### src/rtl/sdm_pkg.sv
// Shared definitions for the multi-channel sigma-delta DAC: mode encodings
// and width helpers used to size the integrators and the tick counter.
package sdm_pkg;

  localparam logic MODE_ORDER1 = 1'b0;
  localparam logic MODE_ORDER2 = 1'b1;

  // Stored width of the second-order integrators.
  function automatic int unsigned integ_width(input int unsigned width,
                                              input int unsigned guard);
    return width + guard;
  endfunction

  // Arithmetic width for integrator updates: two spare bits so the sum of an
  // integrator and two WIDTH-bit terms can never wrap before saturation.
  function automatic int unsigned integ_calc_width(input int unsigned width,
                                                   input int unsigned guard);
    return width + guard + 2;
  endfunction

  function automatic int unsigned tick_cnt_width(input int unsigned div);
    return (div > 1) ? $clog2(div) : 1;
  endfunction

endpackage

### src/rtl/sdm_channel.sv
// One sigma-delta modulator channel: first-order accumulator/carry or
// second-order saturating double integrator, stepped on each shared tick.
module sdm_channel
  import sdm_pkg::*;
#(
  parameter int WIDTH = 16,
  parameter int GUARD = 4
) (
  input  logic             clk,
  input  logic             reset,
  input  logic             en,
  input  logic             tick,
  input  logic             mode,
  input  logic [WIDTH-1:0] sample,
  output logic             dout
);

  localparam int IW = int'(integ_width(WIDTH, GUARD));
  localparam int SW = int'(integ_calc_width(WIDTH, GUARD));

  localparam logic signed [SW-1:0] HALF   = SW'(longint'(1) <<< (WIDTH - 1));
  localparam logic signed [SW-1:0] SAT_HI = SW'((longint'(1) <<< (IW - 1)) - longint'(1));
  localparam logic signed [SW-1:0] SAT_LO = -SAT_HI;

  logic [WIDTH-1:0]     acc_q, acc_d;
  logic signed [IW-1:0] i1_q, i1_d;
  logic signed [IW-1:0] i2_q, i2_d;
  logic                 dout_q, dout_d;

  logic [WIDTH:0]       sum1;
  logic signed [SW-1:0] x_ext;
  logic signed [SW-1:0] y;
  logic signed [SW-1:0] i1_sum;
  logic signed [SW-1:0] i2_sum;
  logic signed [IW-1:0] i1_new;
  logic signed [IW-1:0] i2_new;

  function automatic logic signed [IW-1:0] clamp(input logic signed [SW-1:0] v);
    if (v > SAT_HI) return IW'(SAT_HI);
    if (v < SAT_LO) return IW'(SAT_LO);
    return IW'(v);
  endfunction

  always_comb begin
    acc_d  = acc_q;
    i1_d   = i1_q;
    i2_d   = i2_q;
    dout_d = dout_q;

    // Offset-binary conversion is just an MSB flip of the two's-complement sample.
    sum1   = {1'b0, acc_q} + {1'b0, ~sample[WIDTH-1], sample[WIDTH-2:0]};

    x_ext  = SW'($signed(sample));
    y      = dout_q ? HALF : -HALF;
    i1_sum = SW'(i1_q) + x_ext - y;
    i1_new = clamp(i1_sum);
    i2_sum = SW'(i2_q) + SW'(i1_new) - y;
    i2_new = clamp(i2_sum);

    if (!en) begin
      acc_d  = '0;
      i1_d   = '0;
      i2_d   = '0;
      dout_d = 1'b0;
    end else if (tick) begin
      if (mode == MODE_ORDER2) begin
        i1_d   = i1_new;
        i2_d   = i2_new;
        dout_d = ~i2_new[IW-1];
      end else begin
        acc_d  = sum1[WIDTH-1:0];
        dout_d = sum1[WIDTH];
      end
    end
  end

  always_ff @(posedge clk) begin
    if (reset) begin
      acc_q  <= '0;
      i1_q   <= '0;
      i2_q   <= '0;
      dout_q <= 1'b0;
    end else begin
      acc_q  <= acc_d;
      i1_q   <= i1_d;
      i2_q   <= i2_d;
      dout_q <= dout_d;
    end
  end

  assign dout = dout_q;

endmodule

### src/rtl/sigma_delta_dac_mc.sv
// Multi-channel sigma-delta DAC: tick divider, pending/active frame double
// buffer with valid/ready intake, and one sdm_channel per channel.
module sigma_delta_dac_mc
  import sdm_pkg::*;
#(
  parameter int CHANNELS = 2,
  parameter int WIDTH    = 16,
  parameter int GUARD    = 4,
  parameter int DIV      = 1
) (
  input  logic                      clk,
  input  logic                      reset,
  input  logic                      en,
  input  logic                      order2,
  input  logic                      din_valid,
  output logic                      din_ready,
  input  logic [CHANNELS*WIDTH-1:0] din,
  output logic [CHANNELS-1:0]       dout,
  output logic                      tick_o
);

  localparam int FW = CHANNELS * WIDTH;
  localparam int CW = int'(tick_cnt_width(DIV));
  localparam logic [CW-1:0] CNT_LAST = CW'(DIV - 1);

  logic [CW-1:0] cnt_q, cnt_d;
  logic [FW-1:0] pending_q, pending_d;
  logic          pending_full_q, pending_full_d;
  logic [FW-1:0] active_q, active_d;
  logic          mode_q, mode_d;
  logic          tick_o_q, tick_o_d;

  logic tick;
  logic accept;
  logic transfer;

  always_comb begin
    tick     = en && (cnt_q == CNT_LAST);
    accept   = din_valid && !pending_full_q;
    transfer = tick && pending_full_q;

    cnt_d          = (!en || tick) ? '0 : cnt_q + CW'(1);
    pending_d      = accept ? din : pending_q;
    pending_full_d = accept || (pending_full_q && !transfer);
    active_d       = transfer ? pending_q : active_q;
    mode_d         = en ? mode_q : order2;
    tick_o_d       = tick;
  end

  always_ff @(posedge clk) begin
    if (reset) begin
      cnt_q          <= '0;
      pending_q      <= '0;
      pending_full_q <= 1'b0;
      active_q       <= '0;
      mode_q         <= order2;
      tick_o_q       <= 1'b0;
    end else begin
      cnt_q          <= cnt_d;
      pending_q      <= pending_d;
      pending_full_q <= pending_full_d;
      active_q       <= active_d;
      mode_q         <= mode_d;
      tick_o_q       <= tick_o_d;
    end
  end

  assign din_ready = ~pending_full_q;
  assign tick_o    = tick_o_q;

  // Channels see active_d so a frame transferred on a tick is modulated on that same edge.
  for (genvar c = 0; c < CHANNELS; c++) begin : g_ch
    sdm_channel #(
      .WIDTH (WIDTH),
      .GUARD (GUARD)
    ) u_ch (
      .clk    (clk),
      .reset  (reset),
      .en     (en),
      .tick   (tick),
      .mode   (mode_q),
      .sample (active_d[c*WIDTH +: WIDTH]),
      .dout   (dout[c])
    );
  end

endmodule

### config.mk
export PLATFORM = sky130hd
export DESIGN_NAME = sigma_delta_dac_mc
export DESIGN_NICKNAME = d
export VERILOG_FILES = /design/src/rtl/sdm_pkg.sv /design/src/rtl/sdm_channel.sv /design/src/rtl/sigma_delta_dac_mc.sv
export SDC_FILE = /design/constraint.sdc
export NUM_CORES = 1
export LEC_CHECK = 0
export CORE_ASPECT_RATIO = 1.1
export CORE_MARGIN = 2
export CORE_UTILIZATION = 45
export CTS_BUF_LIST = sky130_fd_sc_hd__clkbuf_4 sky130_fd_sc_hd__clkbuf_8 sky130_fd_sc_hd__clkbuf_16
export DETAILED_ROUTE_END_ITERATION = 12
export PLACE_DENSITY = 0.66
export SETUP_SLACK_MARGIN = 0.2
export SLEW_MARGIN = 0
export SYNTH_ARGS = -nofsm -noshare
export SYNTH_HDL_FRONTEND = slang
export SYNTH_SLANG_ARGS = --single-unit
export TNS_END_PERCENT = 5
### constraint.sdc
create_clock -name clk -period 31.8 [get_ports clk]
set_input_delay 6.36 -clock clk [delete_from_list [all_inputs] [get_ports clk]]
set_output_delay 6.36 -clock clk [all_outputs]
set_load 0.05 [all_outputs]
==> flow_summary_export.csv <==
group,metric,value,unit
status,outcome,"finished clean",
synth,yosysWarnings,0,
run,drv_cap,0,
clock_network,h-tree-depth,4,
timing,rsz0062_at_grt,"false",
timing,fin_ws,14.69,ns
power_and_ir_drop,power.density,39.8,nW/um^2
floorplan,die_area,30900,um^2
floorplan,core-area,28900,um^2
clock_network,post_cts_buffers,0,
synth,async_reset_ff_share,0,%
floorplan,initial_core_util,46.0,%
synth,syn_inst,1648,
grt,grt_pass1_wl,55.8,mm
setup_path,cp_data_required_time,32.11,ns
placed_design,place_ws,14.43,ns
synth,synth_area,13300,um^2
floorplan,dieHeight,184,um
placed_design,placed_area,14000,um^2
clock_network,root_buffer,"clkbuf_16",
timing,setup_viol,0,
synth,yosysTopAreaCell,"dfxtp_1",
routing,drtAntennaViolNets,0,
synth,synthDistinctLibCells,94,
timing,tightest_slew,1.10,ns
synth,synth_top_cell_area_share,27.3,%
cells_and_area,syn2layout_area_growth,9.57,%
power_and_ir_drop,totalPowerFinal,0.000579,W
routing,drcViolationCount,0,
setup_path,worstPathMaxFanout,32,
setup_path,endpoint_kind,"flop",
timing,hold_violations,0,
synth,syn_avg_cell_area,8.06,um^2
cells_and_area,postLayoutCellArea,14600,um^2
min_path,hp-class,"reg -> reg",
placed_design,hpwlAfterDp,25.5,mm
cells_and_area,n_antenna_cell,0,
setup_path,reg2regPathDepth,49,
clock_network,cts_tree,"built",
synth,yosysSeqAreaShare,27.5,%
clock_network,cts_buffer_depth,2,
grt,grt_max_degree,80,
power_and_ir_drop,seqPwrFrac,41.2,%
setup_path,worstSetupPathType,"in -> reg",
timing,drv_slew,0,
setup_path,cp.arrival,17.43,ns
timing,fin_setup_tns,0,ns
synth,ys_seq_elements,182,
synth,synth_ff_type,"dfxtp_1",
cells_and_area,final.fill_count,2749,
clock_network,numCtsBuffers,17,
grt,antenna_found_initial,0,
grt,grt_pass1_vias,11400,
cells_and_area,drive_gt1_share,7.70,%
timing,maxSlewHeadroom,26.6,%
timing,skew,0.0139,ns
power_and_ir_drop,comb_power_share,21.2,%
setup_path,slowest_stage,"clkdlybuf4s50_1",
grt,gr-usage-all-layers,22.0,%
cells_and_area,register_area,3650,um^2
placed_design,place.gp.congestion,0.905,
setup_path,cp_common_cell,"ha_1",
routing,vias,11800,
timing,fmax,58.4,MHz
routing,dr.pass1.iters,7,
placed_design,port_buffers,40,
routing,drtIter0Drc,777,
power_and_ir_drop,p_int,0.000390,W
synth,syn_nets,1832,
grt,grt-ovfl-total,0,
floorplan,rows,65,
power_and_ir_drop,leakagePower,6.43,nW
routing,drt_wl_total,33.7,mm
power_and_ir_drop,power_switching_share,32.6,%
synth,synth_edf_count,1,
clock_network,hold_buffers,0,
power_and_ir_drop,peakVddDrop,0.0335,mV
routing,vias_per_cell,5.80,
cells_and_area,utilization,50.4,%
synth,synth_area_leaders,"dfxtp_1, ha_1, nand2_1",
clock_network,worstSkewPairLatency,0.45,ns
min_path,min_path_cells,2,
floorplan,die_x,168,um
setup_path,slowest_delay,0.59,ns
timing,post-route-period-util,53.8,%
clock_network,clock_sinks,182,
routing,wl_per_cell,16.6,um
clock_network,path_clk_slew,0.08,ns
timing,layout_min_cycle_time,17.11,ns
cells_and_area,multi_input_area,9170,um^2
cells_and_area,finalNetCount,1834,
power_and_ir_drop,power_switching,0.000189,W
setup_path,critPathLaunchType,"primary input",
clock_network,cts-resized-gates,0,
floorplan,ioPinCount,41,
power_and_ir_drop,p_clk_share,37.6,%
cell usage in the layout, fill, tap and decap left out, types with 25 or more instances in the layout:
cell type        count
a21o_1              40
a21oi_1            169
a31oi_1             45
and3_1              25
clkdlybuf4s50_1     39
dfxtp_1            181
ha_1               137
inv_1               47
mux2_2              31
nand2_1            245
nor2_1             102
nor2b_1             43
o21a_1              27
o21ai_0             86
xnor2_1             58
xor2_1              35
flip-flops by register name, indices dropped and copies added (netlist names):
name             flops
active_q            32
pending_q           32
g_ch.u_ch.dout       2
pending_full_q       1
cnt_q                1
g_ch.u_ch.i1_q      40
tick_o               1
g_ch.u_ch.acc_q     32
g_ch.u_ch.i2_q      40
mode_q               1
synthesized netlist by cell type, drive strengths merged, types with 10 or more instances:
cell type	number
nand2	245
dfxtp	181
a21oi	176
ha	137
nor2	103
o21ai	92
xnor2	59
a31oi	52
clkbuf	49
inv	49
nor2b	45
a21o	40
xor2	35
mux2	32
o21a	27
and3	25
nor3	24
o211ai	24
nand3	23
buf	20
nand2b	19
a211oi	18
o21bai	16
and2	14
or2	11
fa	10
layer usage:
layer,up-vias,part of all wire (%),track usage (%)
met5,-,0,0
met4,0,2.6,7.55
met3,56,3.0,2.28
met2,214,48,39.3
met1,5580,46,27.7
li1,5931,-,-
worst max-delay path, delay by kind of cell:
kind                       cells  cell delay (ns)
AOI/OAI and AO/OA             21             4.71
muxes                          1             0.35
buffers and inverters          5             1.11
and+or+nand+nor               16             3.04
adders and majority gates      6             1.64
xor gates and xnor gates       1             0.18
layout make-up:
type	count	area share, %
multi-input cells	1348	63.0
flip-flops and latches	182	25.1
repair buffers	52	3.33
well taps	368	3.16
clock buffers	18	3.02
inverters	49	1.26
clock inverters	14	1.13
power groups by stage:
stage          clock, W  combinational (W)  sequential [W]
2_1_floorplan         0          0.0000899        0.000243
3_3_place_gp          0           0.000120        0.000244
3_5_place_dp          0           0.000121        0.000244
4_1_cts        0.000222           0.000122        0.000239
5_1_grt        0.000230           0.000136        0.000239
6_report       0.000218           0.000123        0.000239
through the flow:
step	hold slack (ns)	std cells
final	0.456	2031
after global routing	0.475	2031
after CTS	0.458	2031
after detailed placement	0.447	1999
after global placement	0.444	1999
after floorplan	0.421	1648
kinds of logic (layout without fill, tap and decap cells):
| family | Yosys count | after routing | share of synthesized area (%) |
|---|---|---|---|
| and+or+nand+nor | 546 | 546 | 19.3 |
| AOI/OAI and AO/OA | 522 | 522 | 25.7 |
| DFF | 182 | 182 | 27.5 |
| adders and majority gates | 147 | 147 | 14.4 |
| buffers and inverters | 118 | 133 | 3.61 |
| xor gates and xnor gates | 94 | 94 | 6.25 |
| muxes | 38 | 38 | 3.16 |
| other | 1 | 1 | 0.0282 |
final timing paths:
kind	slack [ns]	start	to
hold / removal	0.46	pending_q[13]	pending_q[13]
hold reg to reg	0.46	pending_q[13]	pending_q[13]
setup / recovery	14.69	en	g_ch[0].u_ch.i2_q[10]
setup reg to reg	20.78	cnt_q	g_ch[0].u_ch.i2_q[10]
No activity file was read; power rests on OpenSTA's default activity.
